--- src/rtl/arm_seq_pkg.sv ---
// Shared types and encodings for the ARM multicycle control sequencer.
// Define ARM_SEQ_REGSHIFT_EN to include the SHIFT state for register-shifted-register DP.
package arm_seq_pkg;

`ifdef ARM_SEQ_REGSHIFT_EN
  typedef enum logic [2:0] {S_DECODE, S_SHIFT, S_EXEC, S_MEM, S_WB} state_t;
`else
  typedef enum logic [2:0] {S_DECODE, S_EXEC, S_MEM, S_WB} state_t;
`endif

  typedef enum logic [1:0] {
    CLS_DP     = 2'b00,
    CLS_MEM    = 2'b01,
    CLS_BRANCH = 2'b10,
    CLS_UNDEF  = 2'b11
  } instr_class_t;

  localparam logic [3:0] COND_EQ = 4'b0000;
  localparam logic [3:0] COND_NE = 4'b0001;
  localparam logic [3:0] COND_CS = 4'b0010;
  localparam logic [3:0] COND_CC = 4'b0011;
  localparam logic [3:0] COND_MI = 4'b0100;
  localparam logic [3:0] COND_PL = 4'b0101;
  localparam logic [3:0] COND_VS = 4'b0110;
  localparam logic [3:0] COND_VC = 4'b0111;
  localparam logic [3:0] COND_HI = 4'b1000;
  localparam logic [3:0] COND_LS = 4'b1001;
  localparam logic [3:0] COND_GE = 4'b1010;
  localparam logic [3:0] COND_LT = 4'b1011;
  localparam logic [3:0] COND_GT = 4'b1100;
  localparam logic [3:0] COND_LE = 4'b1101;
  localparam logic [3:0] COND_AL = 4'b1110;
  localparam logic [3:0] COND_NV = 4'b1111;

  localparam logic [3:0] ALU_ADD = 4'b0100;
  localparam logic [3:0] ALU_SUB = 4'b0010;

  localparam logic [1:0] IMM_DP     = 2'b00;
  localparam logic [1:0] IMM_MEM    = 2'b01;
  localparam logic [1:0] IMM_BRANCH = 2'b10;

  // Field order matches the top-level output concatenation.
  typedef struct packed {
    logic [1:0] reg_src;
    logic [1:0] imm_src;
    logic [3:0] alu_control;
    logic       reg_write;
    logic       alu_src;
    logic       mem_to_reg;
    logic       pc_src;
    logic       link_select;
    logic       shift_sel;
    logic       pc_write;
    logic       mem_req;
    logic       mem_write;
    logic       undef;
  } ctrl_t;

  function automatic logic [3:0] mem_alu_op(input logic up);
    return up ? ALU_ADD : ALU_SUB;
  endfunction

endpackage

--- src/rtl/arm_seq_ctrl_cond_check.sv ---
// Combinational ARM condition-code evaluator: 4-bit cond plus NZCV gives pass.
// Behaviour is identical with or without ARM_SEQ_REGSHIFT_EN.
module cond_check
  import arm_seq_pkg::*;
(
  input  logic [3:0] cond,
  input  logic [3:0] flags,
  output logic       pass
);

  logic n, z, c, v;

  assign {n, z, c, v} = flags;

  always_comb begin
    pass = 1'b0;
    case (cond)
      COND_EQ: pass = z;
      COND_NE: pass = ~z;
      COND_CS: pass = c;
      COND_CC: pass = ~c;
      COND_MI: pass = n;
      COND_PL: pass = ~n;
      COND_VS: pass = v;
      COND_VC: pass = ~v;
      COND_HI: pass = c & ~z;
      COND_LS: pass = ~c | z;
      COND_GE: pass = (n == v);
      COND_LT: pass = (n != v);
      COND_GT: pass = ~z & (n == v);
      COND_LE: pass = z | (n != v);
      COND_AL: pass = 1'b1;
      default: pass = 1'b0;
    endcase
  end

endmodule

--- src/rtl/arm_seq_ctrl.sv ---
// Multicycle ARM control sequencer: decode, condition check, NZCV register and memory stall.
// Define ARM_SEQ_REGSHIFT_EN to execute register-shifted-register DP via a SHIFT state.
module arm_seq_ctrl
  import arm_seq_pkg::*;
(
  input  logic        clk,
  input  logic        reset,
  input  logic [31:0] Instr,
  input  logic [3:0]  ALUFlags,
  input  logic        MemReady,
  output logic [1:0]  RegSrc,
  output logic [1:0]  ImmSrc,
  output logic [3:0]  ALUControl,
  output logic        RegWrite,
  output logic        ALUSrc,
  output logic        MemtoReg,
  output logic        PCSrc,
  output logic        linkSelect,
  output logic        ShiftSel,
  output logic        storedCarry,
  output logic        PCWrite,
  output logic        MemReq,
  output logic        MemWrite,
  output logic        Undef
);

  state_t       state, state_next;
  instr_class_t cls;
  ctrl_t        ctrl;
  logic [3:0]   flags;
  logic         flags_load;
  logic         cond_pass;
  logic         imm, link, up, load, set_flags, cmp_cmd, rd_pc;
  logic         reg_shift, undef_instr;
  logic         unused_bits;

  assign cls       = instr_class_t'(Instr[27:26]);
  assign imm       = Instr[25];
  assign link      = Instr[24];
  assign up        = Instr[23];
  assign load      = Instr[20];
  assign set_flags = Instr[20];
  assign cmp_cmd   = (Instr[24:23] == 2'b10);
  assign rd_pc     = (Instr[15:12] == 4'hF);
  assign reg_shift = (cls == CLS_DP) && !imm && Instr[4];

`ifdef ARM_SEQ_REGSHIFT_EN
  assign undef_instr = (cls == CLS_UNDEF);
`else
  assign undef_instr = (cls == CLS_UNDEF) || reg_shift;
`endif

  assign unused_bits = ^{Instr[19:16], Instr[11:5], Instr[3:0]};

  cond_check u_cond_check (
    .cond  (Instr[31:28]),
    .flags (flags),
    .pass  (cond_pass)
  );

  always_ff @(posedge clk or negedge reset) begin
    if (!reset) begin
      state <= S_DECODE;
      flags <= '0;
    end else begin
      state <= state_next;
      if (flags_load) flags <= ALUFlags;
    end
  end

  always_comb begin
    state_next = state;
    ctrl       = '0;
    flags_load = 1'b0;
    case (state)
      S_DECODE: begin
        if (undef_instr || !cond_pass) begin
          ctrl.pc_write = 1'b1;
          ctrl.undef    = undef_instr;
        end
`ifdef ARM_SEQ_REGSHIFT_EN
        else if (reg_shift) state_next = S_SHIFT;
`endif
        else state_next = S_EXEC;
      end
`ifdef ARM_SEQ_REGSHIFT_EN
      S_SHIFT: begin
        ctrl.shift_sel = 1'b1;
        state_next     = S_EXEC;
      end
`endif
      S_EXEC: begin
        case (cls)
          CLS_DP: begin
            ctrl.alu_control = Instr[24:21];
            ctrl.alu_src     = imm;
            ctrl.imm_src     = IMM_DP;
            ctrl.reg_write   = !cmp_cmd;
            ctrl.pc_src      = !cmp_cmd && rd_pc;
            ctrl.pc_write    = 1'b1;
            flags_load       = set_flags || cmp_cmd;
            state_next       = S_DECODE;
          end
          CLS_MEM: begin
            ctrl.alu_src     = 1'b1;
            ctrl.imm_src     = IMM_MEM;
            ctrl.alu_control = mem_alu_op(up);
            state_next       = S_MEM;
          end
          CLS_BRANCH: begin
            ctrl.reg_src[0]  = 1'b1;
            ctrl.imm_src     = IMM_BRANCH;
            ctrl.alu_src     = 1'b1;
            ctrl.alu_control = ALU_ADD;
            ctrl.pc_src      = 1'b1;
            ctrl.link_select = link;
            ctrl.reg_write   = link;
            ctrl.pc_write    = 1'b1;
            state_next       = S_DECODE;
          end
          default: state_next = S_DECODE;
        endcase
      end
      // Address controls stay put for the whole stall so the memory sees a stable request.
      S_MEM: begin
        ctrl.alu_src     = 1'b1;
        ctrl.imm_src     = IMM_MEM;
        ctrl.alu_control = mem_alu_op(up);
        ctrl.mem_req     = 1'b1;
        ctrl.mem_write   = !load;
        ctrl.reg_src[1]  = !load;
        if (MemReady) begin
          if (load) begin
            state_next = S_WB;
          end else begin
            ctrl.pc_write = 1'b1;
            state_next    = S_DECODE;
          end
        end
      end
      S_WB: begin
        ctrl.mem_to_reg = 1'b1;
        ctrl.reg_write  = 1'b1;
        ctrl.pc_src     = rd_pc;
        ctrl.pc_write   = 1'b1;
        state_next      = S_DECODE;
      end
      default: state_next = S_DECODE;
    endcase
  end

  // Gating with reset makes every control drop the instant reset asserts, even mid-MEM.
  assign {RegSrc, ImmSrc, ALUControl, RegWrite, ALUSrc, MemtoReg, PCSrc,
          linkSelect, ShiftSel, PCWrite, MemReq, MemWrite, Undef} = reset ? ctrl : '0;

  assign storedCarry = flags[1];

endmodule
--- config.mk ---
export PLATFORM = sky130hd
export DESIGN_NAME = arm_seq_ctrl
export DESIGN_NICKNAME = d
export VERILOG_FILES = /design/src/rtl/arm_seq_pkg.sv /design/src/rtl/arm_seq_ctrl_cond_check.sv /design/src/rtl/arm_seq_ctrl.sv
export SDC_FILE = /design/constraint.sdc
export NUM_CORES = 1
export LEC_CHECK = 0
export BUFFER_PORTS_ARGS = -buffer_cell sky130_fd_sc_hd__clkbuf_2
export CORE_ASPECT_RATIO = 0.7
export CORE_MARGIN = 2
export CORE_UTILIZATION = 37
export CTS_CLUSTER_DIAMETER = 30
export CTS_CLUSTER_SIZE = 10
export DETAILED_ROUTE_END_ITERATION = 8
export GPL_TIMING_DRIVEN = 1
export PLACE_DENSITY = 0.76
export SETUP_SLACK_MARGIN = 0.3
export SLEW_MARGIN = 30
export SYNTH_ARGS = -nofsm -noshare
export SYNTH_HDL_FRONTEND = slang
export SYNTH_SLANG_ARGS = --single-unit
--- constraint.sdc ---
create_clock -name clk -period 1.8 [get_ports clk]
set_input_delay 0.18 -clock clk [delete_from_list [all_inputs] [get_ports clk]]
set_output_delay 0.18 -clock clk [all_outputs]
set_load 0.05 [all_outputs]
## Word-level counts from Yosys, hierarchy flattened

Index checks and enable logic that the tools add are counted.

| word-level totals | value |
|---|---|
| flip-flop bits (word level) | 7 |
| output and inout bits | 19 |
| logic and storage cells | 84 |

| operators by class | value |
|---|---|
| equal/unequal tests | 26 |
| muxes and demuxes | 32 |
| bitwise gates (word level) | 8 |
| reduce and logical (&&, ||, !) cells | 16 |

Operators by type and width:

| cell | number |
|---|---|
| equality test 4 bit (second input constant) | 8 |
| 2-to-1 mux 18 bit | 1 |
| case mux 6 bit (3 select lines) | 1 |
| equality test 4 x 3 -> 1 bit (second input constant) | 4 |
| case mux 1 bit (15 select lines) | 1 |
| 2-to-1 mux 1 bit | 14 |
| case mux 1 bit (2 select lines) | 6 |
| case mux 6 bit (2 select lines) | 1 |
| 2-to-1 mux 3 bit | 3 |
| case mux 3 bit (3 select lines) | 1 |
| equality test 4 x 2 -> 1 bit (second input constant) | 2 |
| equality test 2 bit (second input constant) | 3 |
| equality test 3 x 2 -> 1 bit (second input constant) | 2 |
| 2-to-1 mux 2 bit | 3 |
| equality test 4 x 1 -> 1 bit (second input constant) | 1 |
| logical NOT 1 bit | 4 |
| logical NOT 4 bit | 1 |
| != test 2 bit (second input constant) | 2 |
| inverter 1 bit | 4 |
| case mux 1 bit (4 select lines) | 1 |
| OR reduction 2 bit | 2 |
| equality test 3 x 1 -> 1 bit (second input constant) | 1 |
| logical AND 1 bit | 3 |
| logical NOT 3 bit | 1 |
| 8 further kinds | 12 |

## Depth between registers and ports, before layout

Gate-level depths: netlist (run 1).

| depth | value |
|---|---|
| word-level depth | 8 |
| mapped depth | 8 |
| gate-level depth less buffers | 7 |

## Cells and area by module

A second synthesis (run 1) with hierarchy kept.

| second synthesis, totals | value |
|---|---|
| cells, all modules | 108 |
| area, all modules | 849.6 um^2 |

Modules (own cells, without submodules):

| module | instances | cells each | area an instance (um^2) | sequential area each (um^2) |
|---|---|---|---|---|
| arm_seq_ctrl | 1 | 80 | 655.6 | 150.1 |
| cond_check | 1 | 28 | 193.9 | 0.0 |

## Worst setup path before layout (run 1)

No wires, ideal clock.

| timing | value |
|---|---|
| path type | register -> output |
| start | reg state[1] |
| end | out ALUControl[3] |
| data arrival time | 2600 ps |
| data required time | 1620 ps |
| path slack | -980 ps |
| stages on the path, launching flop included | 6 |
| path buffers | 1 |
| cell sequence | dfrtp_1 -> inv_1 -> ha_1 -> clkbuf_1 -> nand2_1 -> nor4b_1 |

| on the way | value |
|---|---|
| longest elaborated chain between the ends | 3 |
| elaborated cells between the ends (all ways) | 4 |
| classes of those cells | 2 x eq/ne; 2 x mux |

Ends and longest elaborated chain:

| what | line | text |
|---|---|---|
| start: declaration | arm_seq_ctrl.sv:27 | `state_t state, state_next;` |
| start signal: assignment | arm_seq_ctrl.sv:66 | `state <= state_next;` |
| equality test 3 x 2 -> 1 bit or equality test 3 x 1 -> 1 bit (tied branches) | arm_seq_ctrl.sv:75 | `case (state)` |
| case mux 6 bit (2 select lines) * | arm_seq_ctrl.sv:75 |  |
| 2-to-1 mux 18 bit * | arm_seq_ctrl.sv:154 | `linkSelect, ShiftSel, PCWrite, MemReq, MemWrite, Undef} = reset ? ctrl : '0;` |
| end: declaration | arm_seq_ctrl.sv:13 | `output logic [3:0] ALUControl,` |

Every way passes the cells marked *; elsewhere a longest branch is shown, timed or not.

## Worst setup path after layout (run 1)

| timing | value |
|---|---|
| start | reg state[1] |
| end | out PCWrite |

| on the way | value |
|---|---|
| longest elaborated chain between the ends | 3 |
| elaborated cells between the ends (all ways) | 6 |
| classes of those cells | 3 x eq/ne; 2 x mux; 1 x reduce/logical |

Ends and longest elaborated chain:

| what | line | text |
|---|---|---|
| equality test 3 x 2 -> 1 bit, or another cell as far along | arm_seq_ctrl.sv:75 |  |
| case mux 1 bit (4 select lines) * | arm_seq_ctrl.sv:75 |  |
| 2-to-1 mux 18 bit * | arm_seq_ctrl.sv:154 |  |
| end: declaration | arm_seq_ctrl.sv:21 | `output logic PCWrite,` |

Marks and branches as above.

==> run metrics, run 1 <==
cell leakage power 0.848 nW; Post-synth EDFFs 0; Final WS setup -0.347 ns; largest net degree at the start of global routing 10; Yosys Warn Count 0; clk buf depth 2; Chip Width 60.9 µm; Post-Route Utilization 88.2%; Period minus WS final 2.15 ns; Total Power 2.27 mW; Sw Pwr 1.09 mW; post-synth top area share 17.9%; setup TNS -0.928 ns; via/cell ratio 5.70; Min-Delay Path Class in -> async; gpl congestion 0.890; Reg2Reg Setup Slack -0.18 ns; port buffer count 41; multi-input logic area 957 µm²; Top Ports 58; Syn Nets 157; Logic pwr share 79.9%; post-synth top area cell dfrtp_1; Sequential Area 155 µm²; number of global-route vias before repair 1,005; Reg-to-Reg End state[1]; f_max 0.466 GHz; post-cts hold buffer count 0; First-pass DRT Iterations 4; CP startpoint kind register; Num CTS Buffers 3; number of remaining DRC errors 0; # clock sinks 6; R2R depth 6; Required @ worst endpoint 1.62 ns; initial antenna violation count 0; CTS tree built; hold_ws 0.102 ns; switching power as a share of total power 47.8%; full die area 2670 µm²; Clock Latency Late Sink 0.25 ns; top post-synthesis cells by area dfrtp_1 18%, ha_1 13%, mux2_2 5.4%; Fillers 91; Detailed Place HPWL 2110 µm; # H-tree levels 1; Critical R2R Launch flags[3]; ANT cells 0; Slew Viols, Final 0; post-DR wirelength/cell 19.0 µm; clock share of power 6.1%; Initial Utilization 38.9%; ratio of cells with drive above 1 in the final layout 71.7%; Post-Syn Area 838 µm²; area grow syn2layout 127%; Finished Layout Cells 212; Row Count 14; Internal 1.19 mW; remaining global-route overflow 0; Yosys cell types 40; core area 2150 µm²; asr flop ratio synth 100%; status finished with violations; endpoints failing setup 10; Final Cycle Share 119%; Setup CP Type reg -> out; unrepaired setup endpoints after global routing yes; Nets 229; synthesized flop and latch total 6; dominant cell by count in the synthesized netlist nor2_1; sequential share of the synthesized area 17.9%; post-synthesis average cell area 7.69 µm²; Final Hold Fails 0; First DRT Iteration DRCs 65; failing checks negative setup slack; gr usage total 22.5%; Die Ht 43.8 µm; CP max FO 2; post-placement cell count 194; clock skew after layout 0.000192 ns; Post-synth top cells 12 x nor2_1, 11 x inv_1, 9 x ha_1; Routed Antenna Nets 0; max_cap viols 0; post-place setup slack -0.216 ns; WP data arrival 1.97 ns; WL final 4030 µm; first-pass GRT wire length 4480 µm; Post-synth top flop dfrtp_1; Root Buffer clkbuf_4; Area after DPL 1300 µm²; CP Capture Type output pin; via count 1,209; clk slew on worst S/H paths 0.05 ns; sequential fraction of design power 14.0%; power density over cell area 1200 nW/µm²; peak supply drop 0.00103 V; Final Cell Area 1900 µm²; Mapped Cells 109
critical path: stages, from the launching register on:
cell and delay [ns]:
dfrtp_1 0.40, inv_2 0.09, ha_4 0.18, o21a_1 0.13
or4_4 0.54, o21ai_4 0.16, a31oi_4 0.05, buf_8 0.16
layout make-up:
type	instances	area share [%]
clock buffer	4	1.38
sequential	6	8.17
inverter	11	2.31
tap	32	2.11
multi-input combinational	87	50.4
timing repair buffer	72	35.6
routing by layer:
metal | GRT usage (%) | share of wire [%]
met5 | 0 | 0
met4 | 6.96 | 3.8
met3 | 3.58 | 6.2
met2 | 38.9 | 50
met1 | 28.7 | 40
power by group through the flow:
| stage | Clock [mW] | Combinational [mW] | Sequential, mW |
|---|---|---|---|
| 2_1_floorplan | 0 | 0.768 | 0.299 |
| 3_3_place_gp | 0 | 1.06 | 0.271 |
| 3_5_place_dp | 0 | 1.09 | 0.279 |
| 4_1_cts | 0.142 | 1.34 | 0.283 |
| 5_1_grt | 0.148 | 1.91 | 0.324 |
| 6_report | 0.138 | 1.82 | 0.318 |
sequential cells by signal, indices dropped and copies added, names as in the netlist:
name   cells
state      2
flags      4
how the worst max path moves through the flow:
stage	from	to	slack, ns	cells past startpoint
3_5_place_dp	Instr[26]	PCWrite	-0.22	9
5_1_grt	state[1]	PCWrite	-0.37	7
3_3_place_gp	Instr[27]	PCWrite	-0.20	9
6_report	state[1]	PCWrite	-0.35	7
4_1_cts	state[0]	PCWrite	-0.33	6
2_1_floorplan	flags[1]	state[0]	-0.03	6
timing repair:
| item | CTS | global route |
|---|---|---|
| endpoints found under the setup margin | 23 | 23 |
| pin swaps | 3 | 10 |
| setup buffers | 2 | 12 |
| resized for setup | 54 | 51 |
cell usage in the layout, fill, tap and decap left out, drive strengths merged, types with 3 or more instances in the layout:
master	synthesis	routed
a21boi	3	3
a21oi	5	5
a22oi	3	3
a31oi	3	3
and2	5	5
and3	3	3
buf	2	43
clkbuf	3	33
dfrtp	6	6
ha	9	9
inv	11	11
mux2	6	6
nand2	8	8
nand2b	3	3
nor2	12	12
logic make-up (layout without fill, tap and decap cells):
kind of cell / Yosys count / count (layout) / synth area share [%]
and+or+nand+nor: 41 / 41 / 24.8
xor gates and xnor gates: 2 / 2 / 2.09
DFF: 6 / 6 / 17.9
AOI/OAI and AO/OA: 26 / 26 / 22.8
other: 1 / 1 / 0.447
buffers and inverters: 16 / 87 / 8.06
adders and majority gates: 9 / 9 / 13.4
muxes: 8 / 8 / 10.4
Note: power is estimated with default switching activity, not from simulation.
==> run 2, diff against run 1 <==
--- a/config.mk
+++ b/config.mk
@@ -6,7 +6,7 @@
 export NUM_CORES = 1
 export LEC_CHECK = 0
 export BUFFER_PORTS_ARGS = -buffer_cell sky130_fd_sc_hd__clkbuf_2
-export CORE_ASPECT_RATIO = 0.7
+export CORE_ASPECT_RATIO = 0.6
 export CORE_MARGIN = 2
 export CORE_UTILIZATION = 37
 export CTS_CLUSTER_DIAMETER = 30
==> run metrics, run 2 (same netlist as run 1, synthesis figures left out) <==
largest net degree at the start of global routing 9; f_max 0.472 GHz; critical path's slowest cell or4_4; Die Ht 40.9 µm; First-pass DRT Iterations 4; Reg2Reg Setup Slack -0.27 ns; Min-Delay Path Class in -> reg; CP cell instances inv_4 > ha_4 > and3_4 > or4_4 > o21ai_4 > a31oi_4 > buf_8; Post-Route Utilization 88.7%; Hold Path Origin ALUFlags[3]; CP Capture Type output pin; Biggest register flags; Nets 230; Routed Antenna Nets 0; Slew Viols, Final 0; via count 1,237; full die area 2670 µm²; Final Cell Area 1900 µm²; Root Buffer clkbuf_8; Initial Utilization 39.0%; unrepaired setup endpoints after global routing yes; most frequent cells in the layout 24 x clkbuf_2, 23 x buf_4, 13 x buf_8, 8 x inv_1; hold depth 2; ANT cells 0; CP startpoint kind register; core area 2150 µm²; cell leakage power 0.870 nW; Area after DPL 1310 µm²; Largest stage delay, worst path 0.49 ns; Num CTS Buffers 3; clk buf depth 2; CTS tree built; number of global-route vias before repair 1,122; Final Cycle Share 118%; max_cap viols 0; gr usage total 28.6%; # H-tree levels 1; gpl congestion 0.820; post-place setup slack -0.261 ns; Required @ worst endpoint 1.62 ns; Row Count 13; setup TNS -1.47 ns; WP data arrival 1.94 ns; clock skew after layout 0.000215 ns; Period minus WS final 2.12 ns; peak supply drop 0.00100 V; max FFs per register 4; number of remaining DRC errors 0; CP max FO 4; Final Hold Fails 0; Final WS setup -0.319 ns; R2R depth 6; post-DR wirelength/cell 21.4 µm; Fillers 83; Hold Path End flags[3]; Detailed Place HPWL 2300 µm; ratio of cells with drive above 1 in the final layout 71.8%; status finished with violations; commonest non-fill, non-tap cell in the layout clkbuf_2; port buffer count 41; failing checks negative setup slack; Top Ports 58; Clock Latency Late Sink 0.22 ns; Reg-to-Reg End state[0]; WL final 4510 µm; power density over cell area 1250 nW/µm²; First DRT Iteration DRCs 116; clk slew on worst S/H paths 0.04 ns; Critical R2R Launch flags[3]; # clock sinks 6; first-pass GRT wire length 5480 µm; initial antenna violation count 0; area grow syn2layout 127%; via/cell ratio 5.86; biggest regs flags: 4 flops, state: 2 flops; Chip Width 65.5 µm; endpoints failing setup 13; Setup CP Type reg -> out; remaining global-route overflow 0; hold_ws 0.196 ns
run 2: area by class of cell:
type | instances | area (µm²) | area share, %
multi-input cells | 87 | 938 | 49.3
repair buffers | 73 | 681 | 35.7
flip-flops and latches | 6 | 156 | 8.21
inverters | 11 | 46.3 | 2.43
clock buffers | 4 | 45.0 | 2.37
well taps | 30 | 37.5 | 1.97
run 2: through the flow:
| stage | cells | total power [mW] |
|---|---|---|
| 2_1_floorplan | 109 | 1.07 |
| 3_3_place_gp | 193 | 1.32 |
| 3_5_place_dp | 193 | 1.37 |
| 4_1_cts | 204 | 1.92 |
| 5_1_grt | 211 | 2.48 |
| 6_report | 211 | 2.38 |
run 2: worst max path at each step:
| stage | slack, ns | from | to | cells after the start |
|---|---|---|---|---|
| after detailed placement | -0.26 | Instr[26] | PCWrite | 9 |
| after CTS | -0.31 | state[0] | PCWrite | 7 |
| after floorplan | -0.03 | flags[1] | state[0] | 6 |
| after global placement | -0.17 | Instr[26] | PCWrite | 9 |
| final | -0.32 | state[0] | PCWrite | 7 |
| after global routing | -0.38 | flags[3] | PCWrite | 6 |
run 2: repair_timing:
item / 4_1_cts / 5_1_grt
hold buffers: 2 / 0
hold endpoints to repair: 5 / 0
gates resized for setup: 60 / 45
setup buffers: 5 / 7
setup endpoints to repair: 23 / 23
pin swaps: 3 / 8
run 2: power breakdown:
group	total (mW)	internal [mW]	switching [mW]
clock	0.215	0.153	0.0619
sequential	0.348	0.210	0.138
combinational	1.82	0.895	0.923
total	2.38	1.26	1.12
run 2: routing by layer:
metal	wire (µm)	part of all wire (%)	global-route usage, %
met5	0	0	0
met1	1720	38	33.4
met3	410	9.1	5.22
met4	227	5.0	13.5
met2	2150	48	53.6
run 2: worst max-delay path: cells and delay by family, from the launching register on:
kind,cells,cell delay (ns)
AOI/OAI and AO/OA,2,0.21
adders and majority gates,1,0.17
buffers and inverters,2,0.23
DFF,1,0.45
and+or+nand+nor,2,0.66
==> run 3, diff against run 2 <==
--- a/config.mk
+++ b/config.mk
@@ -5,7 +5,7 @@
 export SDC_FILE = /design/constraint.sdc
 export NUM_CORES = 1
 export LEC_CHECK = 0
-export BUFFER_PORTS_ARGS = -buffer_cell sky130_fd_sc_hd__clkbuf_2
+export BUFFER_PORTS_ARGS = -buffer_cell sky130_fd_sc_hd__buf_2
 export CORE_ASPECT_RATIO = 0.6
 export CORE_MARGIN = 2
 export CORE_UTILIZATION = 37
==> run metrics, run 3 (same netlist as run 1, synthesis figures left out) <==
via/cell ratio 5.93; most frequent cells in the layout 24 x buf_2, 16 x buf_6, 16 x buf_4, 9 x inv_1, 8 x buf_8; Setup CP Type reg -> out; Nets 222; clk buf depth 2; gr usage total 28.5%; CP Buf/Inv Count 2; commonest non-fill, non-tap cell in the layout buf_2; Initial Utilization 39.0%; CTS tree built; Slew Viols, Final 0; number of remaining DRC errors 0; Required @ worst endpoint 1.62 ns; initial antenna violation count 0; Internal 1.20 mW; port buffer count 41; Logic pwr share 75.2%; clk slew on worst S/H paths 0.04 ns; peak supply drop 0.00103 V; sequential fraction of design power 15.4%; number of global-route vias before repair 1,063; Final Hold Fails 0; max FFs per register 4; # clock sinks 6; biggest regs flags: 4 flops, state: 2 flops; core area 2150 µm²; unrepaired setup endpoints after global routing yes; failing checks negative setup slack; Min-Delay Path Class in -> async; Final Cycle Share 118%; first-pass GRT wire length 5260 µm; Fillers 116; CP max FO 4; clock skew after layout 0.000586 ns; CP delay by family, top simple AND/OR/NAND/NOR gates; gpl congestion 0.798; ratio of cells with drive above 1 in the final layout 71.7%; post-DR wirelength/cell 21.6 µm; Crit. path cell count 7; Detailed Place HPWL 2370 µm; Num CTS Buffers 3; hold_ws 0.127 ns; Biggest register flags; f_max 0.472 GHz; status finished with violations; endpoints failing setup 7; cell leakage power 0.795 nW; ANT cells 0; post-place setup slack -0.267 ns; Die Ht 40.9 µm; Top Ports 58; CP Capture Type output pin; Row Count 13; setup TNS -0.994 ns; WL final 4380 µm; # H-tree levels 1; Chip Width 65.5 µm; max_cap viols 0; Routed Antenna Nets 0; First-pass DRT Iterations 5; Period minus WS final 2.12 ns; First DRT Iteration DRCs 81; remaining global-route overflow 0; area grow syn2layout 114%; Root Buffer clkbuf_8; post-placement cell count 192; clock share of power 9.4%; largest net degree at the start of global routing 11; WP data arrival 1.94 ns; R2R depth 6; CP cell instances inv_4 > ha_4 > o21a_1 > or4_4 > o21ai_4 > a31oi_4 > buf_6; full die area 2670 µm²; via count 1,204; CP startpoint kind register; Finished Layout Cells 203; Sw Pwr 1.12 mW; Largest stage delay, worst path 0.53 ns; critical path's slowest cell or4_4; Final WS setup -0.319 ns; switching power as a share of total power 48.3%; power density over cell area 1290 nW/µm²; Clock Latency Late Sink 0.23 ns
==> run 3: worst register-to-register path, delay by kind of cell (launching register included) <==
kind	cells	cell delay [ns]
AO/OA/AOI/OAI	4	1.00
flip-flops	1	0.46
multiplexers	1	0.32
XOR/XNOR	1	0.17
==> run 3: routing by layer <==
metal	GRT usage, %	vias to the layer above	part of all wire, %
met2	53.6	103	49
met1	31.5	546	36
li1	-	517	-
met3	5.49	38	8.5
met4	18.8	0	6.7
met5	0	-	0
==> run 3: path summary, 6_finish.rpt <==
path,from,to,slack (ns)
max,state[1],PCWrite,-0.32
min,reset,state[0],0.13
max reg2reg,flags[0],state[1],-0.28
min reg2reg,flags[1],flags[1],0.57
max in group asynchronous,reset,state[1],1.15
min in group clk,ALUFlags[2],flags[2],0.18
==> run 3: area by class of cell <==
class	count	area, µm²	area share [%]
multi-input cells	87	955	53.3
repair buffers	65	551	30.7
flip-flops and latches	6	158	8.80
inverters	11	46.3	2.58
clock buffers	4	45.0	2.51
well taps	30	37.5	2.09
==> run 3: timing repair <==
item / 4_1_cts / 5_1_grt
endpoints found under the setup margin: 23 / 23
resized for setup: 64 / 34
pin swaps: 8 / 12
buffers inserted: 4 / 2
hold buffers: 1 / 0
endpoints found under the hold margin: 1 / 0
==> run 3: power groups by stage <==
stage          clock network (mW)  registers (mW)  logic (mW)
2_1_floorplan                   0           0.299       0.768
3_3_place_gp                    0           0.272        1.06
3_5_place_dp                    0           0.285        1.11
4_1_cts                     0.222           0.291        1.42
5_1_grt                     0.227           0.362        1.80
6_report                    0.218           0.356        1.74
==> run 3: metrics by stage <==
stage | total power [mW] | utilization (%) | area, µm²
after floorplan | 1.07 | - | 978
after global placement | 1.33 | 60.6 | 1300
after CTS | 1.94 | 75.7 | 1630
after detailed placement | 1.39 | 60.6 | 1300
final | 2.31 | 83.4 | 1790
after global routing | 2.39 | 83.4 | 1790
